--- config.mk ---
export PLATFORM = sky130hd
export DESIGN_NAME = me_fullsearch_engine
export DESIGN_NICKNAME = d
export VERILOG_FILES = /design/src/rtl/me_fullsearch_engine.sv
export SDC_FILE = /design/constraint.sdc
export NUM_CORES = 1
export LEC_CHECK = 0
export ABC_AREA = 0
export CAP_MARGIN = 20
export CORE_ASPECT_RATIO = 0.8
export CORE_MARGIN = 8
export CORE_UTILIZATION = 55
export CTS_BUF_LIST = sky130_fd_sc_hd__clkbuf_4 sky130_fd_sc_hd__clkbuf_8
export DETAILED_ROUTE_END_ITERATION = 8
export GPL_TIMING_DRIVEN = 0
export PLACE_DENSITY = 0.84
export RECOVER_POWER = 25
export SLEW_MARGIN = 0
export SYNTH_ARGS = -nofsm -noshare
export SYNTH_HDL_FRONTEND = slang
export SYNTH_SLANG_ARGS = --single-unit
export TNS_END_PERCENT = 50
--- constraint.sdc ---
create_clock -name clk -period 7.69 [get_ports clk]
set_clock_uncertainty 0.2 [all_clocks]
set_input_delay 1.1535 -clock clk [delete_from_list [all_inputs] [get_ports clk]]
set_output_delay 1.1535 -clock clk [all_outputs]
set_load 0.01 [all_outputs]
--- src/rtl/me_fullsearch_engine.sv ---
// Full-search block-matching engine: SAD of every candidate, minimum SAD with x/y vector.
// Optional early termination of losing candidates is built when ME_EARLY_TERM_EN is defined.
module me_fullsearch_engine #(
    parameter int TB_LENGTH = 16,
    parameter int SW_LENGTH = 64,
    parameter int PEL_WIDTH = 8,
    localparam int ADDR_SW   = (SW_LENGTH > 1) ? $clog2(SW_LENGTH * SW_LENGTH) : 1,
    localparam int ADDR_TB   = (TB_LENGTH > 1) ? $clog2(TB_LENGTH * TB_LENGTH) : 1,
    localparam int MV_WIDTH  = (SW_LENGTH - TB_LENGTH > 0) ? $clog2(SW_LENGTH - TB_LENGTH + 1) : 1,
    localparam int SAD_WIDTH = $clog2(TB_LENGTH * TB_LENGTH) + PEL_WIDTH
) (
    input  logic                 clk,
    input  logic                 rst_n,
    input  logic                 req,
    output logic [ADDR_SW-1:0]   addr_sw,
    output logic [ADDR_TB-1:0]   addr_tb,
    input  logic [PEL_WIDTH-1:0] pel_sw,
    input  logic [PEL_WIDTH-1:0] pel_tb,
    output logic                 busy,
    output logic [SAD_WIDTH-1:0] min_sad,
    output logic [MV_WIDTH-1:0]  min_mvx,
    output logic [MV_WIDTH-1:0]  min_mvy,
    output logic                 ack
);

    localparam int MV_MAX = SW_LENGTH - TB_LENGTH;
    localparam int TW     = (TB_LENGTH > 1) ? $clog2(TB_LENGTH) : 1;

    typedef enum logic [1:0] {IDLE, RUN, DRAIN, DONE} state_t;

    function automatic logic [PEL_WIDTH-1:0] abs_diff(input logic [PEL_WIDTH-1:0] a,
                                                      input logic [PEL_WIDTH-1:0] b);
        logic signed [PEL_WIDTH:0] d;
        d = $signed({1'b0, a}) - $signed({1'b0, b});
        return d[PEL_WIDTH] ? PEL_WIDTH'(-d) : d[PEL_WIDTH-1:0];
    endfunction

    state_t state, state_nxt;

    logic [TW-1:0]       tx, ty, tx_cur, ty_cur, tx_nxt, ty_nxt;
    logic [MV_WIDTH-1:0] mx, my, mx_cur, my_cur, mx_nxt, my_nxt;
    logic                start, issue, pix_last, cand_last, issue_last;
    logic                abort, abort_stop;

    logic                vld_p0, first_p0, last_p0;
    logic [MV_WIDTH-1:0] mvx_p0, mvy_p0;
    logic                vld_p1, first_p1, last_p1;
    logic [MV_WIDTH-1:0] mvx_p1, mvy_p1;
    logic                vld_p2;
    logic [MV_WIDTH-1:0] mvx_p2, mvy_p2;
    logic [SAD_WIDTH-1:0] acc_p2;

    logic [PEL_WIDTH-1:0] diff_p1;
    logic [SAD_WIDTH-1:0] partial_p1;
    logic                 min_valid, upd;

    assign start = (state == IDLE) && req;

    // Running SAD of the pixel returning this cycle; first pixel of a candidate loads directly.
    assign diff_p1    = abs_diff(pel_sw, pel_tb);
    assign partial_p1 = first_p1 ? SAD_WIDTH'(diff_p1) : acc_p2 + SAD_WIDTH'(diff_p1);

`ifdef ME_EARLY_TERM_EN
    // Abort only on a non-last pixel: then the single read in flight still belongs to this candidate.
    assign abort      = (state == RUN) && vld_p1 && !last_p1 && min_valid && (partial_p1 >= min_sad);
    assign abort_stop = abort && (mvx_p1 == MV_WIDTH'(MV_MAX)) && (mvy_p1 == MV_WIDTH'(MV_MAX));
`else
    assign abort      = 1'b0;
    assign abort_stop = 1'b0;
`endif

    always_comb begin
        tx_cur = tx;
        ty_cur = ty;
        mx_cur = mx;
        my_cur = my;
        if (state == IDLE) begin
            tx_cur = '0;
            ty_cur = '0;
            mx_cur = '0;
            my_cur = '0;
        end else if (abort) begin
            tx_cur = '0;
            ty_cur = '0;
            if (mvx_p1 == MV_WIDTH'(MV_MAX)) begin
                mx_cur = '0;
                my_cur = mvy_p1 + 1'b1;
            end else begin
                mx_cur = mvx_p1 + 1'b1;
                my_cur = mvy_p1;
            end
        end
    end

    assign issue      = start || ((state == RUN) && !abort_stop);
    assign pix_last   = (tx_cur == TW'(TB_LENGTH - 1)) && (ty_cur == TW'(TB_LENGTH - 1));
    assign cand_last  = (mx_cur == MV_WIDTH'(MV_MAX)) && (my_cur == MV_WIDTH'(MV_MAX));
    assign issue_last = issue && pix_last && cand_last;

    always_comb begin
        tx_nxt = tx_cur + 1'b1;
        ty_nxt = ty_cur;
        mx_nxt = mx_cur;
        my_nxt = my_cur;
        if (tx_cur == TW'(TB_LENGTH - 1)) begin
            tx_nxt = '0;
            ty_nxt = ty_cur + 1'b1;
            if (ty_cur == TW'(TB_LENGTH - 1)) begin
                ty_nxt = '0;
                mx_nxt = mx_cur + 1'b1;
                if (mx_cur == MV_WIDTH'(MV_MAX)) begin
                    mx_nxt = '0;
                    my_nxt = my_cur + 1'b1;
                end
            end
        end
    end

    always_ff @(posedge clk) begin
        if (!rst_n) begin
            state <= IDLE;
        end else begin
            state <= state_nxt;
        end
    end

    always_comb begin
        state_nxt = state;
        case (state)
            IDLE:    if (req) state_nxt = issue_last ? DRAIN : RUN;
            RUN:     if (issue_last || abort_stop) state_nxt = DRAIN;
            DRAIN:   if (!vld_p0 && !vld_p1) state_nxt = DONE;
            DONE:    if (!req) state_nxt = IDLE;
            default: state_nxt = IDLE;
        endcase
    end

    always_comb begin
        busy = (state == RUN) || (state == DRAIN);
        ack  = (state == DONE);
    end

    always_ff @(posedge clk) begin
        if (!rst_n) begin
            tx <= '0;
            ty <= '0;
            mx <= '0;
            my <= '0;
        end else if (issue) begin
            tx <= tx_nxt;
            ty <= ty_nxt;
            mx <= mx_nxt;
            my <= my_nxt;
        end else if (state == IDLE) begin
            tx <= '0;
            ty <= '0;
            mx <= '0;
            my <= '0;
        end
    end

    // Stage p0: registered read addresses with their candidate tags.
    always_ff @(posedge clk) begin
        if (!rst_n) begin
            vld_p0  <= 1'b0;
            addr_sw <= '0;
            addr_tb <= '0;
        end else begin
            vld_p0 <= issue;
            if (issue) begin
                addr_tb <= ADDR_TB'(32'(ty_cur) * TB_LENGTH + 32'(tx_cur));
                addr_sw <= ADDR_SW'((32'(my_cur) + 32'(ty_cur)) * SW_LENGTH
                                    + 32'(mx_cur) + 32'(tx_cur));
            end
        end
    end

    always_ff @(posedge clk) begin
        if (issue) begin
            first_p0 <= (tx_cur == '0) && (ty_cur == '0);
            last_p0  <= pix_last;
            mvx_p0   <= mx_cur;
            mvy_p0   <= my_cur;
        end
    end

    // Stage p1: read data returns; an aborted candidate's in-flight read is dropped here.
    always_ff @(posedge clk) begin
        if (!rst_n) begin
            vld_p1 <= 1'b0;
            vld_p2 <= 1'b0;
        end else begin
            vld_p1 <= vld_p0 && !abort;
            vld_p2 <= vld_p1 && last_p1;
        end
    end

    always_ff @(posedge clk) begin
        first_p1 <= first_p0;
        last_p1  <= last_p0;
        mvx_p1   <= mvx_p0;
        mvy_p1   <= mvy_p0;
        if (vld_p1) begin
            acc_p2 <= partial_p1;
        end
        if (vld_p1 && last_p1) begin
            mvx_p2 <= mvx_p1;
            mvy_p2 <= mvy_p1;
        end
    end

    // Stage p2: completed SAD against the minimum; strict compare keeps the earliest tie.
    assign upd = vld_p2 && (!min_valid || (acc_p2 < min_sad));

    always_ff @(posedge clk) begin
        if (!rst_n) begin
            min_valid <= 1'b0;
            min_sad   <= '0;
            min_mvx   <= '0;
            min_mvy   <= '0;
        end else if (start) begin
            min_valid <= 1'b0;
        end else if (upd) begin
            min_valid <= 1'b1;
            min_sad   <= acc_p2;
            min_mvx   <= mvx_p2;
            min_mvy   <= mvy_p2;
        end
    end

endmodule
==> impl_metrics.tcl <==
set metrics [dict create \
    drc 0 \
    post-route-min-period_ns 5.406 \
    synth_top_area_share_pct 26.38 \
    grt_setup_unrepaired "false" \
    synth_fp_nets 775 \
    setup.worst_path.start "pel_tb[0]" \
    seq_area_frac_synth_pct 45.26 \
    worst-path-max-fanout 6 \
    cts_buffer_depth 2 \
    placement_rows 36 \
    globalplace.congestion 0.8927 \
    cts_root_buffer "sky130_fd_sc_hd__clkbuf_8" \
    core_area_um2 12030 \
    global_route.overflow_total 0 \
    dpl-instance-area_um2 7567 \
    synth_enable_flop_cells 42 \
    syn_area_per_cell_um2 9.569 \
    final.fill_count 926 \
    run_status "completed" \
    die_y_um 114.6 \
    average_detailed_routed_wire_length_per_instance_um 16.31 \
    cts-buffers-inserted 17 \
    tritoncts "done" \
    worst-r2r-setup-slack_ns 3.65 \
    die_w_um 139.2 \
    clk_latency_ns 0.45 \
    r2r_end "addr_sw[10]" \
    via_count_of_the_first_global_routing_pass 5345 \
    max_freq_mhz 185.0 \
    p_leak_nw 3.080 \
    power.density_nw_per_um2 235.9 \
    final_common_cell "sky130_fd_sc_hd__nand2_1" \
    synth_cells 698 \
    detail_route.wirelength_um 15490 \
    fin_worst_hold_slack_ns 0.1441 \
    postLayoutCellArea_um2 7971 \
    area_of_the_multi_input_gates_um2 3362 \
    highest-signal-layer "met4" \
    crit_path_start_kind "input port" \
    hpwl_um 11680 \
    ports 69 \
    layout_common_cells "sky130_fd_sc_hd__nand2_1 (93), sky130_fd_sc_hd__dfxtp_1 (88), sky130_fd_sc_hd__clkdlybuf4s50_1 (67)" \
    critical_path_class "input port to flip-flop" \
    layout.area.seq_um2 3023 \
    htreeDepth 4 \
    port-buffer-count 67 \
    timing.final.crit_share_pct 70.30 \
    synth-main-ff-cell "sky130_fd_sc_hd__dfxtp_1" \
    postCtsSetupBuffers 0 \
    hold_path_depth 0 \
    ant_nets 0 \
    syn_to_layout_area_delta_pct 19.35 \
    resized_gates_after_cts 0 \
    cts.sink_count 130 \
    met3_length_um 1037 \
    synth_largest_area_cell "sky130_fd_sc_hd__dfxtp_1" \
    final.setup.tns_ns 0 \
    dp_slack_ns 1.853 \
    maximum_number_of_pins_on_one_net_before_global_route_repair 20 \
    finalHoldViolations 0 \
    finalWorstSetupSlack_ns 2.284 \
    groute.usage.overall_pct 20.02 \
    cts_hold_buffers 0 \
    timing.rr.start "state[1]" \
    drv_cap 0 \
    critPathCaptureType "flip-flop" \
    clkTransAtPathRegs_ns 0.08 \
    route.vias.total 5239 \
    post-layout-total-power_w 0.001880 \
    vdd.ir_drop.worst_uv 166.6 \
    dieArea_um2 15950 \
    tightest_hold_check_type "flip-flop to flip-flop" \
    synthDistinctLibCells 53 \
    netlist_top_cells_area "sky130_fd_sc_hd__dfxtp_1 (26%), sky130_fd_sc_hd__edfxtp_1 (19%), sky130_fd_sc_hd__ha_1 (10%), sky130_fd_sc_hd__nand2_1 (5.2%), sky130_fd_sc_hd__mux2i_1 (4.3%)" \
    setup-violations-final 0 \
    met2_wirelength_um 7063 \
    timing_max_transition_violations_final 0 \
    drt_iter0_markers 355 \
    tightest_slew_ns 0.9494 \
    routed_via_density 5.515 \
    hold-path-endpoint "mvx_p1[1]" \
    final_net_count 862 \
    cp.required_ns 7.68 \
    post_route_cells_drive_above_1_share_pct 6.767 \
    r2r_cells 14 \
    initial_antenna_violation_count 0 \
    firstDrtPassIters 7 \
    yosys_register_bits 130 \
    final_antenna_diode_count 0 \
    data_arrival_time_at_the_worst_slack_endpoint_ns 5.40 \
    initial_core_util_pct 55.53 \
    ys_async_sr_fraction_pct 0 \
    synthesis.area_um2 6679 \
    worst_slew_margin_rel_pct 36.62 \
    hold_path_startpoint "mvx_p0[1]" \
    yosysWarnings 0 \
    wirelength_met1_um 7117 \
    global_route_wire_length_before_repair_um 25720 \
]
## worst max path at each step
| stage | to | slack (ns) | cells past startpoint |
|---|---|---|---|
| after floorplan | acc_p2[10] | 2.69 | 17 |
| after global placement | acc_p2[10] | 2.01 | 17 |
| after detailed placement | acc_p2[14] | 1.85 | 17 |
| after CTS | acc_p2[14] | 2.32 | 17 |
| after global routing | acc_p2[15] | 1.96 | 18 |
| final | acc_p2[15] | 2.28 | 17 |
## worst max-delay path, cell delays in order
cell                              delay (ns)
sky130_fd_sc_hd__clkdlybuf4s50_1        0.46
sky130_fd_sc_hd__ha_1                   0.15
sky130_fd_sc_hd__inv_1                  0.05
sky130_fd_sc_hd__fa_1                   0.41
sky130_fd_sc_hd__a211oi_2               0.29
sky130_fd_sc_hd__o21ai_1                0.15
sky130_fd_sc_hd__a21o_2                 0.24
sky130_fd_sc_hd__a21o_1                 0.24
sky130_fd_sc_hd__mux2_4                 0.34
sky130_fd_sc_hd__ha_1                   0.28
sky130_fd_sc_hd__a21o_1                 0.19
sky130_fd_sc_hd__a21oi_1                0.32
sky130_fd_sc_hd__o211ai_1               0.16
sky130_fd_sc_hd__a31oi_1                0.52
sky130_fd_sc_hd__and3b_1                0.26
sky130_fd_sc_hd__xnor2_1                0.12
sky130_fd_sc_hd__nor2_1                 0.05
## registers in the layout (all words and copies together), names as in the netlist, 2 cells and up
signal,cells
addr_tb,8
ty,4
min_sad,16
my,6
mvx_p0,6
mvy_p1,6
mvy_p0,6
min_mvx,6
mvx_p1,6
min_mvy,6
mvy_p2,6
mvx_p2,6
acc_p2,16
state,2
addr_sw,12
mx,6
tx,4
## Yosys cell counts, types with 2 or more instances
master                     instances
sky130_fd_sc_hd__buf_1             2
sky130_fd_sc_hd__a211oi_2          2
sky130_fd_sc_hd__mux2i_1          29
sky130_fd_sc_hd__a211oi_1          7
sky130_fd_sc_hd__xnor2_1          27
sky130_fd_sc_hd__fa_1              4
sky130_fd_sc_hd__nor3_1           11
sky130_fd_sc_hd__o21ai_1           3
sky130_fd_sc_hd__nand2b_1          6
sky130_fd_sc_hd__nor2b_1          22
sky130_fd_sc_hd__buf_6             2
sky130_fd_sc_hd__ha_1             54
sky130_fd_sc_hd__dfxtp_1          88
sky130_fd_sc_hd__or3_1             5
sky130_fd_sc_hd__and2_1            3
sky130_fd_sc_hd__o21a_1            3
sky130_fd_sc_hd__inv_1            49
sky130_fd_sc_hd__nand4_1           6
sky130_fd_sc_hd__a22oi_1           7
sky130_fd_sc_hd__mux2_2            6
sky130_fd_sc_hd__nor2_1           65
sky130_fd_sc_hd__nand2_1          93
sky130_fd_sc_hd__o31ai_1           2
sky130_fd_sc_hd__a31oi_1           3
sky130_fd_sc_hd__a21o_1           12
sky130_fd_sc_hd__xor2_1           16
sky130_fd_sc_hd__clkbuf_1         19
sky130_fd_sc_hd__o21ai_0          19
sky130_fd_sc_hd__nand3_1          16
sky130_fd_sc_hd__edfxtp_1         42
sky130_fd_sc_hd__and3_1           10
sky130_fd_sc_hd__nor4_1            3
sky130_fd_sc_hd__o21bai_1          3
sky130_fd_sc_hd__mux2_4            2
sky130_fd_sc_hd__o211ai_1          4
sky130_fd_sc_hd__a21oi_1          36
## power by group
| group | switching, W | leakage, nW | internal (W) | total (W) |
|---|---|---|---|---|
| clock network | 0.000303 | 0.203 | 0.000298 | 0.000601 |
| logic | 0.000265 | 1.76 | 0.000185 | 0.000450 |
| registers | 0.0000348 | 1.12 | 0.000795 | 0.000829 |
## cell families (layout without fill, tap and decap cells)
logic type / count (synthesis) / in the layout / synth area share (%)
AO/OA/AOI/OAI: 108 / 108 / 10.34
XOR/XNOR: 43 / 43 / 5.639
adder cells (fa/ha/maj): 58 / 58 / 11.32
buffers and inverters: 74 / 174 / 4.402
flip-flops: 130 / 130 / 45.26
multiplexers: 37 / 37 / 5.807
AND/OR/NAND/NOR: 248 / 248 / 17.24
## area by class of cell
type                            instances  share of cell area (%)
Multi-Input combinational cell        494                   42.18
Sequential cell                       130                   37.92
Timing Repair Buffer                   68                   8.758
Clock buffer                           17                   2.935
Tap cell                              152                   2.386
Inverter                               50                   2.354
Clock inverter                         15                   2.135
Buffer                                 24                   1.334
## routing by layer
layer,vias to the layer above,global-route usage (%)
met3,30,5.667
met1,2462,24.33
met2,177,33.36
met5,-,0
li1,2570,-
met4,0,7.586
## stage by stage
stage | util [%] | std cells
finish | 66.28 | 950
global route | 66.28 | 950
CTS | 66.28 | 950
detailed placement | 62.92 | 918
global placement | 62.69 | 917
floorplan | - | 698
(Power assumes the default switching activity.)
